$ cat config.mk
export PLATFORM = sky130hd
export DESIGN_NAME = hanoi_move_sequencer_flat
export DESIGN_NICKNAME = d
export VERILOG_FILES = /design/src/rtl/hanoi_move_sequencer_if.sv /design/src/rtl/hanoi_move_sequencer.sv /design/src/flat_wrapper.sv
export SDC_FILE = /design/constraint.sdc
export NUM_CORES = 1
export LEC_CHECK = 0
export BUFFER_PORTS_ARGS = -buffer_cell sky130_fd_sc_hd__buf_2
export CORE_ASPECT_RATIO = 0.6
export CORE_MARGIN = 2
export CORE_UTILIZATION = 50
export DETAILED_ROUTE_END_ITERATION = 6
export HOLD_SLACK_MARGIN = 0.06
export PLACE_DENSITY = 0.78
export SLEW_MARGIN = 20
export SYNTH_ARGS = -nofsm -noshare
export SYNTH_HDL_FRONTEND = slang
export SYNTH_SLANG_ARGS = --single-unit
export TNS_END_PERCENT = 30
$ cat constraint.sdc
create_clock -name clk -period 6.6 [get_ports clk]
set_input_delay 0.33 -clock clk [delete_from_list [all_inputs] [get_ports clk]]
set_output_delay 0.33 -clock clk [all_outputs]
set_load 0.05 [all_outputs]
$ cat src/rtl/hanoi_move_sequencer_if.sv
// Move bus between the Hanoi sequencer (master) and the tower datapath (slave).
interface hanoi_move_sequencer_if #(
  parameter int S = 4
) ();
  localparam int DW = $clog2(S);

  logic          mv_valid;
  logic          mv_ready;
  logic [1:0]    mv_fr;
  logic [1:0]    mv_to;
  logic [DW-1:0] mv_disk;

  modport master (output mv_valid, output mv_fr, output mv_to, output mv_disk, input mv_ready);
  modport slave  (input mv_valid, input mv_fr, input mv_to, input mv_disk, output mv_ready);
endinterface

$ cat src/rtl/hanoi_move_sequencer.sv
// Issues the optimal Towers-of-Hanoi move sequence (tower 0 -> tower 2), one move per
// handshake, while checking every move against a shadow copy of tower occupancy.
module hanoi_move_sequencer #(
  parameter int S = 4
) (
  input  logic                          clk,
  input  logic                          rst,
  input  logic                          start,
  input  logic                          abort,
  hanoi_move_sequencer_if.master        mv,
  output logic                          busy,
  output logic                          done,
  output logic [S-1:0]                  move_cnt,
  output logic                          err
);
  localparam int DW = $clog2(S);
  localparam int KW = S + 1;
  localparam logic [KW-1:0] LAST_K = KW'((1 << S) - 1);

  typedef enum logic [1:0] {IDLE, ISSUE, DONE} state_t;

  state_t        state_r, state_s;
  logic [KW-1:0] k_r, k_s;
  logic [1:0]    fr_r, fr_s, to_r, to_s;
  logic [DW-1:0] disk_r, disk_s;
  logic          valid_r, valid_s, busy_r, busy_s, done_r, done_s, err_r, err_s;
  logic [S-1:0]  cnt_r, cnt_s;
  logic [S-1:0]  t0_r, t0_s, t1_r, t1_s, t2_r, t2_s;
  logic [S-1:0]  bit_s, src_s, dst_s;
  logic          hs_s;

  // Raw tower code mod 3; even disk counts mirror towers 1 and 2 so the stack ends on tower 2.
  function automatic logic [1:0] tower(input logic [KW-1:0] v);
    logic [1:0] raw;
    raw = 2'(v % KW'(3));
    if ((S % 2 == 0) && (raw != 2'd0)) tower = 2'd3 - raw;
    else                               tower = raw;
  endfunction

  function automatic logic [1:0] move_fr(input logic [KW-1:0] k);
    move_fr = tower(k & (k - KW'(1)));
  endfunction

  function automatic logic [1:0] move_to(input logic [KW-1:0] k);
    move_to = tower((k | (k - KW'(1))) + KW'(1));
  endfunction

  function automatic logic [DW-1:0] move_disk(input logic [KW-1:0] k);
    logic [DW-1:0] tz;
    tz = {DW{1'b0}};
    for (int i = S - 1; i >= 0; i--) tz = k[i] ? DW'(i) : tz;
    move_disk = tz;
  endfunction

  function automatic logic [S-1:0] pick(input logic [1:0] code, input logic [S-1:0] a,
                                        input logic [S-1:0] b, input logic [S-1:0] c);
    case (code)
      2'd0:    pick = a;
      2'd1:    pick = b;
      2'd2:    pick = c;
      default: pick = {S{1'b0}};
    endcase
  endfunction

  // A disk must sit on top of its source and land on a smaller-free, not-already-holding tower.
  function automatic logic illegal(input logic [S-1:0] src, input logic [S-1:0] dst,
                                   input logic [S-1:0] onehot, input logic [1:0] fr,
                                   input logic [1:0] to);
    logic [S-1:0] below;
    below   = onehot - S'(1);
    illegal = ((src & onehot) == {S{1'b0}}) || ((src & below) != {S{1'b0}}) ||
              ((dst & below) != {S{1'b0}})  || ((dst & onehot) != {S{1'b0}}) || (fr == to);
  endfunction

  // Next-state, next-move and shadow-tower logic.
  always_comb begin
    state_s = state_r;
    k_s     = k_r;
    fr_s    = fr_r;
    to_s    = to_r;
    disk_s  = disk_r;
    cnt_s   = cnt_r;
    err_s   = err_r;
    t0_s    = t0_r;
    t1_s    = t1_r;
    t2_s    = t2_r;
    hs_s    = valid_r & mv.mv_ready;
    bit_s   = S'(1) << disk_r;
    src_s   = pick(fr_r, t0_r, t1_r, t2_r);
    dst_s   = pick(to_r, t0_r, t1_r, t2_r);
    case (state_r)
      IDLE: begin
        if (start) begin
          state_s = ISSUE;
          k_s     = KW'(1);
          fr_s    = move_fr(KW'(1));
          to_s    = move_to(KW'(1));
          disk_s  = move_disk(KW'(1));
          cnt_s   = {S{1'b0}};
          err_s   = 1'b0;
          t0_s    = {S{1'b1}};
          t1_s    = {S{1'b0}};
          t2_s    = {S{1'b0}};
        end else begin
          state_s = IDLE;
        end
      end
      ISSUE: begin
        if (abort) begin
          state_s = IDLE;
        end else if (hs_s) begin
          cnt_s = cnt_r + S'(1);
          err_s = err_r | illegal(src_s, dst_s, bit_s, fr_r, to_r);
          case (fr_r)
            2'd0:    t0_s = t0_s & ~bit_s;
            2'd1:    t1_s = t1_s & ~bit_s;
            2'd2:    t2_s = t2_s & ~bit_s;
            default: t0_s = t0_s;
          endcase
          case (to_r)
            2'd0:    t0_s = t0_s | bit_s;
            2'd1:    t1_s = t1_s | bit_s;
            2'd2:    t2_s = t2_s | bit_s;
            default: t0_s = t0_s;
          endcase
          if (k_r == LAST_K) begin
            state_s = DONE;
          end else begin
            k_s    = k_r + KW'(1);
            fr_s   = move_fr(k_r + KW'(1));
            to_s   = move_to(k_r + KW'(1));
            disk_s = move_disk(k_r + KW'(1));
          end
        end else begin
          state_s = ISSUE;
        end
      end
      DONE:    state_s = IDLE;
      default: state_s = IDLE;
    endcase
    valid_s = (state_s == ISSUE);
    busy_s  = (state_s == ISSUE);
    done_s  = (state_s == DONE);
  end

  // State and output registers.
  always_ff @(posedge clk) begin
    if (rst) begin
      state_r <= IDLE;
      k_r     <= {KW{1'b0}};
      fr_r    <= 2'd0;
      to_r    <= 2'd0;
      disk_r  <= {DW{1'b0}};
      valid_r <= 1'b0;
      busy_r  <= 1'b0;
      done_r  <= 1'b0;
      cnt_r   <= {S{1'b0}};
      err_r   <= 1'b0;
      t0_r    <= {S{1'b1}};
      t1_r    <= {S{1'b0}};
      t2_r    <= {S{1'b0}};
    end else begin
      state_r <= state_s;
      k_r     <= k_s;
      fr_r    <= fr_s;
      to_r    <= to_s;
      disk_r  <= disk_s;
      valid_r <= valid_s;
      busy_r  <= busy_s;
      done_r  <= done_s;
      cnt_r   <= cnt_s;
      err_r   <= err_s;
      t0_r    <= t0_s;
      t1_r    <= t1_s;
      t2_r    <= t2_s;
    end
  end

  assign mv.mv_valid = valid_r;
  assign mv.mv_fr    = fr_r;
  assign mv.mv_to    = to_r;
  assign mv.mv_disk  = disk_r;
  assign busy        = busy_r;
  assign done        = done_r;
  assign move_cnt    = cnt_r;
  assign err         = err_r;
endmodule

$ cat src/flat_wrapper.sv
// flat-port wrapper written by rule: the top's interface ports become plain ports
module hanoi_move_sequencer_flat 
#(
  parameter int S = 4
)
  (clk, rst, start, abort, busy, done, move_cnt, err, mv_mv_valid, mv_mv_fr, mv_mv_to, mv_mv_disk, mv_mv_ready);
  hanoi_move_sequencer_if #(.S(S)) mv_i ();
  input  logic clk;
  input  logic rst;
  input  logic start;
  input  logic abort;
  output logic busy;
  output logic done;
  output logic [S-1:0] move_cnt;
  output logic err;
  output wire logic [$bits(mv_i.mv_valid)-1:0] mv_mv_valid;
  output wire logic [$bits(mv_i.mv_fr)-1:0] mv_mv_fr;
  output wire logic [$bits(mv_i.mv_to)-1:0] mv_mv_to;
  output wire logic [$bits(mv_i.mv_disk)-1:0] mv_mv_disk;
  input wire logic [$bits(mv_i.mv_ready)-1:0] mv_mv_ready;
  assign mv_mv_valid = mv_i.mv_valid;
  assign mv_mv_fr = mv_i.mv_fr;
  assign mv_mv_to = mv_i.mv_to;
  assign mv_mv_disk = mv_i.mv_disk;
  assign mv_i.mv_ready = mv_mv_ready;
  hanoi_move_sequencer #(.S(S)) u_core (.clk(clk), .rst(rst), .start(start), .abort(abort), .mv(mv_i), .busy(busy), .done(done), .move_cnt(move_cnt), .err(err));
endmodule
==> summary.md <==
| Metric | Value |
|---|---|
| Final Cycle Share | `0.786` |
| GR Util All Layers | `0.241` |
| Synth-to-layout area growth | `5.47%` |
| Startpoint class of the critical path | `register` |
| Post-Syn Area per Cell | `7.62 um^2` |
| Ys flop type | `dfxtp_1` |
| Die height | `59.0 um` |
| Delay-heaviest family, CP | `simple AND/OR/NAND/NOR gates` |
| # hold bufs at CTS | `0` |
| H-tree levels | `2` |
| Cell repeated most along the worst path | `ha_1` |
| Pwr Density | `178 mW/mm^2` |
| Final core utilization | `0.564` |
| Root Buffer | `clkbuf_8` |
| Sum of negative setup slack | `0 ns` |
| Arrival @ worst endpoint | `5.38 ns` |
| Max Clock Skew | `0.00534 ns` |
| Crit-path slowest cell | `or4b_2` |
| Xor/xnor share of the synthesized area | `0.0373` |
| Vias | `2493` |
| Fmax | `0.193 GHz` |
| DRT Wirelength | `roughly 6.2 mm` |
| Row cnt | `19` |
| TritonCTS clock tree | `yes` |
| Clk_lat worst skew | `0.29 ns` |
| Final ANT Viol Nets | `0` |
| First-pass GRT wire length | `10.4 mm` |
| PnR worst setup slack | `1.41 ns` |
| Simple-Gate Fraction of Synth Area | `0.284` |
| Post-DP HPWL | `4.54 mm` |
| Total power | `0.474 mW` |
| Drt first-iter violations | `347` |
| CTS buffer count | `5` |
| Placer Congestion | `0.870` |
| Non-filler cells, final | `397` |
| Total clock sinks | `32` |
| WP buf/inv | `2` |
| Crit Path Category | `register to register` |
| Netlist Area Pre-Place | `0.00252 mm^2` |
| DRC errors left | `0` |
| Total gr overflow | `0` |
| Post-Place Cell Area | `0.00255 mm^2` |
| Synth Warn # | `0` |
| Worst path depth | `19` |
| RSZ-0062 raised after global routing | `no` |
| Fin crit period | `5.19 ns` |
| Post-DR vias/cell | `approximately 6.3` |
| Rel. slew slack | `0.446` |
| Synth Area in Compound Gates | `0.256` |
| Library cells used by synthesis | `65` |
| Net Count, Synth | `roughly 350` |
| Slew Viols, Final | `0` |
| Number of global-route vias before repair | `approximately 2100` |
| Post-CTS setup buffers | `0` |
| Status | `finished clean` |
| Final hold viol count | `0` |
| Nets | `350` |
| Sequential-to-total area share from yosys stat | `0.255` |
| ANT cells | `0` |
| Detailed Routing Iterations Pass 1 | `5` |
| Crit-path cells | `ha_1, inv_1, ha_1, nor2_1, a21oi_1, nor4_4, xnor2_2, nand2_2, inv_1, ha_1, nand2b_1, o21ai_0, mux2_2, ha_1, or4b_2, a21oi_1, a311oi_1, or4_1, a311oi_1` |
| Crit-path max FO | `10` |
| Largest family of logic cells by synthesized area | `simple AND/OR/NAND/NOR gates` |
| Pin count of the biggest net entering global routing | `27` |
| Resized cells post-CTS | `0` |
| LEAKAGE | `0.960 nW` |
| Mux contribution to synthesized area | `0.0328` |
| Initial Utilization | `0.535` |
| CP Capture Type | `register` |
| Hold depth | `3` |
| Die area | `0.00563 mm^2` |
| Dpl cells | `389` |
| Hold WS | `0.379 ns` |
| Setup violators final | `0` |
| #FFs+latches synth | `32` |
| WP data required | `approximately 6.8 ns` |
| Clk pin slew, worst setup/hold paths | `0.07 ns` |
| Die width | `about 96 um` |
| Core area | `0.00471 mm^2` |
| Drt wl/cell | `15.6 um` |
| Clock Tree Buf Depth | `2` |
| Hold Crit Class | `input port to register` |
| Design area | `0.00265 mm^2` |
| Post-synth EDFFs | `0` |
| Cells after synthesis | `330` |
| Peak supply drop | `0.143 mV` |
| Worst path max stage delay | `0.61 ns` |
| Layout cells sized above 1 | `0.132` |
| Asr flop ratio synth | `0` |
| Worst r2r path cells | `19` |
| Worst slew pin tran | `0.825 ns` |
| Max cap viols | `0` |
| Post-Place Setup Slack | `1.48 ns` |
| # IOs | `19` |
| Initial antenna violation count | `0` |
| Buffers on Ports | `18` |
| Adder-cell share of the synthesized area | `0.0597` |
==> Yosys cell counts (all sizes together), types with 7 or more instances <==
library cell | count | share of area
a21oi | 27 | 0.055
dfxtp | 32 | 0.25
ha | 12 | 0.060
nor2 | 36 | 0.054
nand3 | 18 | 0.038
nand2 | 41 | 0.062
inv | 9 | 0.013
nor3 | 11 | 0.022
clkbuf | 14 | 0.025
nand2b | 9 | 0.022
buf | 7 | 0.027
o21ai | 21 | 0.042
==> cells by family (layout without fill, tap and decap cells) <==
family          count (synthesis)  in the layout
flops                          32             32
simple gates                  144            144
xor+xnor                        9              9
compound gates                 93             93
buf+inv                        32             36
mux                             8              8
fa+ha+maj                      12             12
==> worst min-delay path, delay by kind of cell <==
| kind | cells | cell delay (ns) |
|---|---|---|
| compound gates | 2 | 0.18 |
| buf+inv | 1 | 0.10 |
==> metal layers <==
layer,vias up,part of all wire,global-route usage
li1,1205,-,-
met1,1156,0.51,0.389
met2,123,0.39,0.306
met3,9,0.095,0.0589
met4,0,0.012,0.0653
met5,-,0,0
==> power breakdown <==
| part | switching (mW) | internal (mW) |
|---|---|---|
| sequential | 0.00642 | 0.197 |
| combinational | 0.0541 | 0.0296 |
| clock | 0.0743 | 0.112 |
==> placed cells by master, fill, tap and decap left out, drive strengths merged, types with 4 or more instances in the layout <==
master   n
o21ai   21
a21oi   27
mux2i    6
nand4    4
nand2b   9
dfxtp   32
nor3    11
buf     18
inv      9
ha      12
a22oi    5
nand2   41
nor2    36
clkbuf   6
nor2b    4
xnor2    6
nand3   18
==> area by class of cell <==
class / count / area, um^2
well taps: 63 / 78.8
clock buffers: 6 / 72.6
multi-input cells: 266 / 1690
fillers: 439 / 2050
clock inverters: 2 / 35.0
inverters: 10 / 51.3
repair buffers: 18 / 90.1
flip-flops and latches: 32 / 641
==> registers in the layout (all words and copies together) (netlist names) <==
register and flops:
u_core.k_r 5, u_core.move_cnt 4, u_core.t0_r 4, u_core.t1_r 4, u_core.t2_r 4, u_core.mv.mv_disk 2, u_core.mv.mv_fr 2, u_core.mv.mv_to 2
u_core.state_r 2, u_core.done 1, u_core.err 1, u_core.mv.mv_valid 1
==> final timing paths <==
kind	from	endpoint	slack [ns]
max	u_core.k_r[0]$_SDFFE_PP0P_	u_core.mv.mv_to[0]$_SDFFE_PP0P_	1.41
min	abort	u_core.mv.mv_valid$_SDFF_PP0_	0.38
max reg2reg	u_core.k_r[0]$_SDFFE_PP0P_	u_core.mv.mv_to[0]$_SDFFE_PP0P_	1.41
min reg2reg	u_core.err$_SDFFE_PP0P_	u_core.err$_SDFFE_PP0P_	0.49
No activity file was read; power rests on OpenSTA's default activity.
